--- src/rtl/mux_rr_arbiter.sv ---
// Round-robin arbiter for the four inputs of the shared 4:1 mux.
// It registers a one-hot grant and the matching mux select, and limits how long one owner can hold the grant.
module mux_rr_arbiter #(
  parameter int MAX_HOLD = 4,
  parameter int CNT_W    = 3
) (
  input  logic       clk,
  input  logic       rst_n,
  input  logic [3:0] req,
  output logic [3:0] grant,
  output logic [1:0] sel,
  output logic       busy
);

  typedef enum logic [0:0] {
    IDLE  = 1'b0,
    GRANT = 1'b1
  } state_t;

  state_t           state_r, state_s;
  logic [3:0]       grant_r, grant_s;
  logic [1:0]       sel_r, sel_s;
  logic [1:0]       last_r, last_s;
  logic [CNT_W-1:0] hold_cnt_r, hold_cnt_s;
  logic             busy_r, busy_s;

  logic [3:0]       others_s;
  logic [3:0]       cand_s;
  logic [2:0]       pick_s;
  logic             found_s;
  logic [1:0]       win_s;

  // Returns {found, index}. The first set bit of r is searched for from start, wrapping around.
  function automatic logic [2:0] rr_pick(input logic [3:0] r, input logic [1:0] start);
    logic [2:0] res;
    logic [1:0] idx;
    res = 3'b000;
    for (int i = 3; i >= 0; i--) begin
      idx = start + 2'(i);
      if (r[idx]) begin
        res = {1'b1, idx};
      end else begin
        res = res;
      end
    end
    return res;
  endfunction

  // When the arbiter is in GRANT, last_r is the current owner, so one search can serve both states.
  assign others_s = req & ~(4'b0001 << last_r);
  assign cand_s   = (state_r == GRANT) ? others_s : req;
  assign pick_s   = rr_pick(cand_s, last_r + 2'd1);
  assign found_s  = pick_s[2];
  assign win_s    = pick_s[1:0];

  // State and output registers
  always_ff @(posedge clk) begin
    if (!rst_n) begin
      state_r    <= IDLE;
      grant_r    <= 4'b0000;
      sel_r      <= 2'b00;
      last_r     <= 2'd3;
      hold_cnt_r <= '0;
      busy_r     <= 1'b0;
    end else begin
      state_r    <= state_s;
      grant_r    <= grant_s;
      sel_r      <= sel_s;
      last_r     <= last_s;
      hold_cnt_r <= hold_cnt_s;
      busy_r     <= busy_s;
    end
  end

  // Next-state logic
  always_comb begin
    state_s = state_r;
    case (state_r)
      IDLE: begin
        if (|req) begin
          state_s = GRANT;
        end else begin
          state_s = IDLE;
        end
      end
      GRANT: begin
        if (!req[last_r] && !found_s) begin
          state_s = IDLE;
        end else begin
          state_s = GRANT;
        end
      end
      default: state_s = IDLE;
    endcase
  end

  // Next values of the registered outputs. sel keeps its old value when the arbiter drops to idle.
  always_comb begin
    grant_s    = grant_r;
    sel_s      = sel_r;
    last_s     = last_r;
    hold_cnt_s = hold_cnt_r;
    busy_s     = busy_r;
    case (state_r)
      IDLE: begin
        if (found_s) begin
          grant_s    = 4'b0001 << win_s;
          sel_s      = win_s;
          last_s     = win_s;
          hold_cnt_s = CNT_W'(1);
          busy_s     = 1'b1;
        end else begin
          grant_s    = 4'b0000;
          hold_cnt_s = '0;
          busy_s     = 1'b0;
        end
      end
      GRANT: begin
        if (!req[last_r] || (hold_cnt_r >= CNT_W'(MAX_HOLD))) begin
          if (found_s) begin
            grant_s    = 4'b0001 << win_s;
            sel_s      = win_s;
            last_s     = win_s;
            hold_cnt_s = CNT_W'(1);
            busy_s     = 1'b1;
          end else if (!req[last_r]) begin
            grant_s    = 4'b0000;
            hold_cnt_s = '0;
            busy_s     = 1'b0;
          end else begin
            // The owner is alone and may keep the grant; the counter stays at the limit.
            hold_cnt_s = CNT_W'(MAX_HOLD);
          end
        end else begin
          hold_cnt_s = hold_cnt_r + CNT_W'(1);
        end
      end
      default: begin
        grant_s    = 4'b0000;
        sel_s      = 2'b00;
        last_s     = 2'd3;
        hold_cnt_s = '0;
        busy_s     = 1'b0;
      end
    endcase
  end

  assign grant = grant_r;
  assign sel   = sel_r;
  assign busy  = busy_r;

endmodule

--- config.mk ---
export PLATFORM = sky130hd
export DESIGN_NAME = mux_rr_arbiter
export DESIGN_NICKNAME = d
export VERILOG_FILES = /design/src/rtl/mux_rr_arbiter.sv
export SDC_FILE = /design/constraint.sdc
export NUM_CORES = 1
export LEC_CHECK = 0
export BUFFER_PORTS_ARGS = -buffer_cell sky130_fd_sc_hd__buf_2
export CAP_MARGIN = 20
export CORE_MARGIN = 2
export CORE_UTILIZATION = 50
export CTS_CLUSTER_SIZE = 10
export DETAILED_ROUTE_END_ITERATION = 8
export HOLD_SLACK_MARGIN = 0.08
export PLACE_DENSITY = 0.72
export SLEW_MARGIN = 30
export SYNTH_ARGS = -nofsm -noshare
export SYNTH_HDL_FRONTEND = slang
export SYNTH_SLANG_ARGS = --single-unit
--- constraint.sdc ---
create_clock -name clk -period 2 [get_ports clk]
set_input_delay 0.1 -clock clk [delete_from_list [all_inputs] [get_ports clk]]
set_output_delay 0.1 -clock clk [all_outputs]
set_load 0.005 [all_outputs]
# After elaboration in Yosys (flattened, before gate mapping)
# Index checks and enable logic that the tools add are counted.
dict set report op_classes {
  addsub 5
  order_cmp 6
  eq_ne 2
  n_shift 2
  mux 39
  bitwise_logic 3
  n_reduce_logical 6
}
# cell n
set ops {}
lappend ops {{two-way mux 3 bit} 7}
lappend ops {{two-way mux 4 bit} 5}
lappend ops {{< comparator 2 x 3 -> 1 bit, second input constant} 5}
lappend ops {{two-way mux 1 bit} 12}
lappend ops {{binary-select mux 1 bit (select 2 bit)} 5}
lappend ops {{two-way mux 2 bit} 4}
lappend ops {{one-hot mux 2 bit (2 select lines)} 2}
lappend ops {{one-hot mux 4 bit (2 select lines)} 1}
lappend ops {{<< shifter 1 x 2 -> 4 bit, first input constant} 2}
lappend ops {{one-hot mux 3 bit (2 select lines)} 1}
lappend ops {{adder 2 x 1 -> 2 bit, second input constant} 2}
lappend ops {{adder 2 bit, second input constant} 2}
lappend ops {{bitwise AND 4 bit} 1}
lappend ops {{NOT 4 bit} 1}
lappend ops {{one-hot mux 1 bit (2 select lines)} 2}
lappend ops {{OR reduction 4 bit} 1}
lappend ops {{adder 3 x 1 -> 3 bit, second input constant} 1}
lappend ops {{>= comparator 3 bit, second input constant} 1}
lappend ops {{inequality test 3 bit, second input constant} 1}
lappend ops {{logical NOT 1 bit} 2}
lappend ops {{inequality test 2 x 1 -> 1 bit, second input constant} 1}
lappend ops {{AND reduction 2 bit} 1}
lappend ops {{logical AND 1 bit} 1}
lappend ops {{logical OR 1 bit} 1}
lappend ops {{NOT 1 bit} 1}
dict set report totals {
  reg_bits 13
  output_inout_bits 7
  word_cells 69
}

# Longest topological paths before layout
dict set report logic_depth {
  ltp_word 14
  depth_mapped 7
  depth_no_buf 7
}

# Worst setup path after synthesis
# Ideal clock, no wire load.
dict set report synth_path {
  path_kind {reg-to-reg}
  start {reg last_r[0]}
  end {reg grant_r[0], in the netlist grant[0]}
  setup_ns 0.117
  t_arrival_ns 1.712
  t_required_ns 1.883
  path_slack_ns 0.171
  path_stages_with_launch 8
  n_path_buf 0
  synth_period_minus_slack_ns 1.829
  cell_sequence {dfxtp_1 -> inv_1 -> ha_1 -> or2_2 -> a21oi_1 -> o21ai_1 -> nor3b_2 -> a22o_1}
}
dict set report synth_via {
  elab_chain_len 14
  elab_cells_between_ends 32
}
# item line_no
set synth_rtl {}
lappend synth_rtl {{start: declaration} 23} ;# logic [1:0] last_r, last_s;
lappend synth_rtl {{start signal: assignment} 69} ;# last_r <= last_s;
lappend synth_rtl {{branches (longest 14 deep; another with adder 2 x 1 -> 2 bit)} n/a}
lappend synth_rtl {{end signal: assignment} 67} ;# grant_r <= grant_s;
lappend synth_rtl {{end: declaration} 21} ;# logic [3:0] grant_r, grant_s;
# Parallel ways; which one is timed is not known. The select of a mux whose other input is x is not followed.
# A chain may end at the register's enable or synchronous reset.

# Worst setup path in the final report
dict set report layout_path {
  start {reg last_r[1]}
  end {reg grant_r[1], in the netlist grant[1]}
}
# Same word-level chain as after synthesis.

==> summary.txt <==
STA
  – Clock Skews: about 1.6 ps
  – Worst Tran Pin Value: 414.7 ps
  – Final worst path period share: about nine tenths
  – RSZ-0062 raised after global routing: false
  – Final min period: between 1500 and 2000 ps
  – Setup violators final: 0
  – Slew Limit Fails: 0
  – Rel. slew slack: 72.35%
  – Fmax: 544.7 MHz
  – Final TNS setup: 0 ps
  – Final hold violations: 0

Yosys
  – Post-synth EDFFs: 0
  – Syn nets: 85
  – XOR/XNOR Fraction of Synth Area: 0%
  – Largest area contributor in the netlist: dfxtp_1
  – Synth cell types: 30
  – Syn_area_per_cell: 9.485 µm²
  – Synth Area in Compound Gates: 27.99%
  – Gate Count Post-Synth: 74
  – Synth Register Bits: 13
  – Simple-Gate Fraction of Synth Area: between 10% and 20%
  – Main combinational cell family by area after synthesis: compound AO/OA/AOI/OAI gates
  – Adder-cell share of the synthesized area: 8.913%
  – Synth top cells by count: dfxtp_1 (13), a21oi_1 (9), nand2_1 (7)
  – Synth Flop Type: dfxtp_1
  – Synth Warn #: 0
  – Area fraction of the dominant cell type after synthesis: between 30% and 40%
  – Most common cell in the netlist: dfxtp_1
  – Synth area leaders: dfxtp_1 (37%), ha_1 (8.9%), a21oi_1 (6.4%), o32ai_4 (3.9%), nand2_1 (3.7%)
  – Synth async-reset ratio: 0%
  – Post-synthesis cell area: between 700 and 800 µm²
  – Sequential fraction of the synthesis area: between 30% and 40%
  – Mux contribution to synthesized area: 4.635%

Final layout
  – Final Instance Count excl. Fillers: around 110
  – Number of antenna diodes: 0
  – Register area: 261.5 µm²
  – NumNets Final: 105
  – Fill count: 110
  – Multi-input logic area: between 400 and 500 µm²
  – Fraction of layout cells with a size suffix above 1: 31.18%
  – P&R area growth vs syn: 19.07%

Global routing
  – Largest net degree at the start of global routing: 11
  – Grt total ovfl: 0
  – GR Util met3: approximately 7.4%
  – Met1 GRT Util: between 10% and 20%
  – M2 GR Usage: ~28%
  – Vias in the first global route: 571
  – GRT Overall Usage: 17.14%
  – First-pass GRT wire length: 2.256 mm
  – Busiest layer in global routing: met2
  – Initial antenna violation count: 0

Placement
  – RD Place Congestion: between 0.7 and 0.8
  – Post-DP HPWL: 1.027 mm
  – Dpl cells: around 100
  – PortBufs: 12

Power and ir drop
  – PwrDens: ~1200 nW/µm²
  – Psw: 355.2 µW
  – Flop pwr share: 37.8%
  – P_leak: about 0.38 nW
  – Sw frac: 36.92%
  – Maximum vdd drop: approximately 0.67 mV
  – Gate power share: 45.5%
  – Cell Int Power: 607.0 µW
  – Clk network pwr share: 16.7%

Routing
  – Final ANT Viol Nets: 0
  – 1st-iter DRT viols: 5
  – Residual DRC count: 0
  – Number of vias per cell: roughly 5.6
  – WL/cell: 12.31 µm
  – Via count: 602
  – Initial DRT Pass Iterations: 3
  – Total wire length: 1.330 mm

Die
  – Die area: 1719 µm²
  – Chip width: 41.47 µm
  – Core Rows: 13
  – Starting Density: between 50% and 60%
  – CORE AREA: approximately 1300 µm²
  – Die Ht: 41.47 µm
  – Io pins: 13

Run status
  – Outcome: finished clean

CTS
  – CTS tree: yes
  – Clock-pin slew on the worst setup and hold paths: approximately 80 ps
  – CTS H-tree lvls: 1
  – Root Buffer: clkbuf_4
  – CTS Sinks: 13
  – Worst skew pair latency: 280 ps
  – Hold buffers post-CTS: 0
  – Longest Clk Path Bufs: 2
  – Total CTS buffers: 3

Critical path
  – Critical path fanouts, max: 5
  – Critical Path AT: between 2000 and 2500 ps
  – Crit path required time: 2170 ps
  – Worst setup SP type: register
  – Worst setup EP type: register
  – Critical path type: register to register

Min path
  – Hold Crit Class: input pin to register

Flow run
  – Max-cap violation count: 0
[kinds of logic (layout without fill, tap and decap cells)]
family                     Yosys count  in the layout
muxes                                2              2
DFF                                 13             13
buffers and inverters                6             25
AOI/OAI and AO/OA                   24             24
and+or+nand+nor                     24             24
adders and majority gates            5              5
[layout by cell type, fill, tap and decap left out, drive strengths merged, types with 2 or more instances in the layout]
master | netlist | routed
a21boi | 3 | 3
or2 | 2 | 2
nor3 | 2 | 2
dfxtp | 13 | 13
a32o | 2 | 2
a21oi | 10 | 10
buf | 0 | 15
and2 | 2 | 2
or3 | 2 | 2
a22o | 2 | 2
ha | 5 | 5
nand2 | 8 | 8
nand2b | 2 | 2
nor2 | 3 | 3
inv | 6 | 6
clkbuf | 0 | 3
[timing repair]
item / CTS / global route
gates resized for setup: 0 / 2
setup endpoints to repair: 0 / 4
hold endpoints to repair: 0 / 0
setup buffers: 0 / 0
[registers in the layout (all words and copies together), names as in the netlist]
signal and count:
last_r 2, state_r 1, hold_cnt_r 3, sel 2, grant 4, busy 1
[layout make-up]
| type | instances | area share (%) |
|---|---|---|
| multi-input combinational | 55 | 50.60 |
| sequential | 13 | 31.29 |
| timing repair buffer | 15 | 9.880 |
| clock buffer | 3 | 2.695 |
| inverter | 6 | 2.695 |
| tap | 15 | 2.246 |
| clock inverter | 1 | 0.5988 |
[power groups by stage]
stage	Sequential (mW)	Combinational (mW)	Clock, mW
after global routing	0.373	0.495	0.174
final	0.364	0.438	0.160
after detailed placement	0.367	0.439	0
after CTS	0.361	0.442	0.166
after floorplan	0.374	0.305	0
after global placement	0.366	0.429	0
[worst paths after layout]
path | start | endpoint | slack (ps) | cells past startpoint
setup reg to reg | last_r[1] | grant[1] | 160 | 7
hold / removal | rst_n | hold_cnt_r[1] | 100 | 3
hold reg to reg | sel[0] | sel[0] | 470 | 2
setup / recovery | last_r[1] | grant[1] | 160 | 7
[per-layer routing]
metal	share of wire [%]	vias up	wire, µm
met2	45	13	592
li1	-	308	-
met5	0	-	0
met4	1.6	0	21
met1	48	277	636
met3	5.9	4	79
[worst max-delay path, cell delays in order, from the launching register on]
cell and delay [ps]:
dfxtp_2 380, inv_1 80, ha_1 330, or2_2 290, a21oi_1 140, o21ai_1 110, nor3b_2 190, a22o_1 210
[stage by stage]
step	utilization (%)	power, mW	instance area (µm²)	setup slack, ps	hold slack, ps
2_1_floorplan	-	0.6796	701.9	170.7	217.5
3_3_place_gp	61.73	0.7952	803.3	133.6	390.1
3_5_place_dp	61.73	0.8059	803.3	119.2	391.3
4_1_cts	63.85	0.9700	830.8	96.46	97.88
5_1_grt	64.23	1.042	835.8	48.75	115.6
6_report	64.23	0.9623	835.8	164.1	97.08
Power figures use the tool's default switching activity.
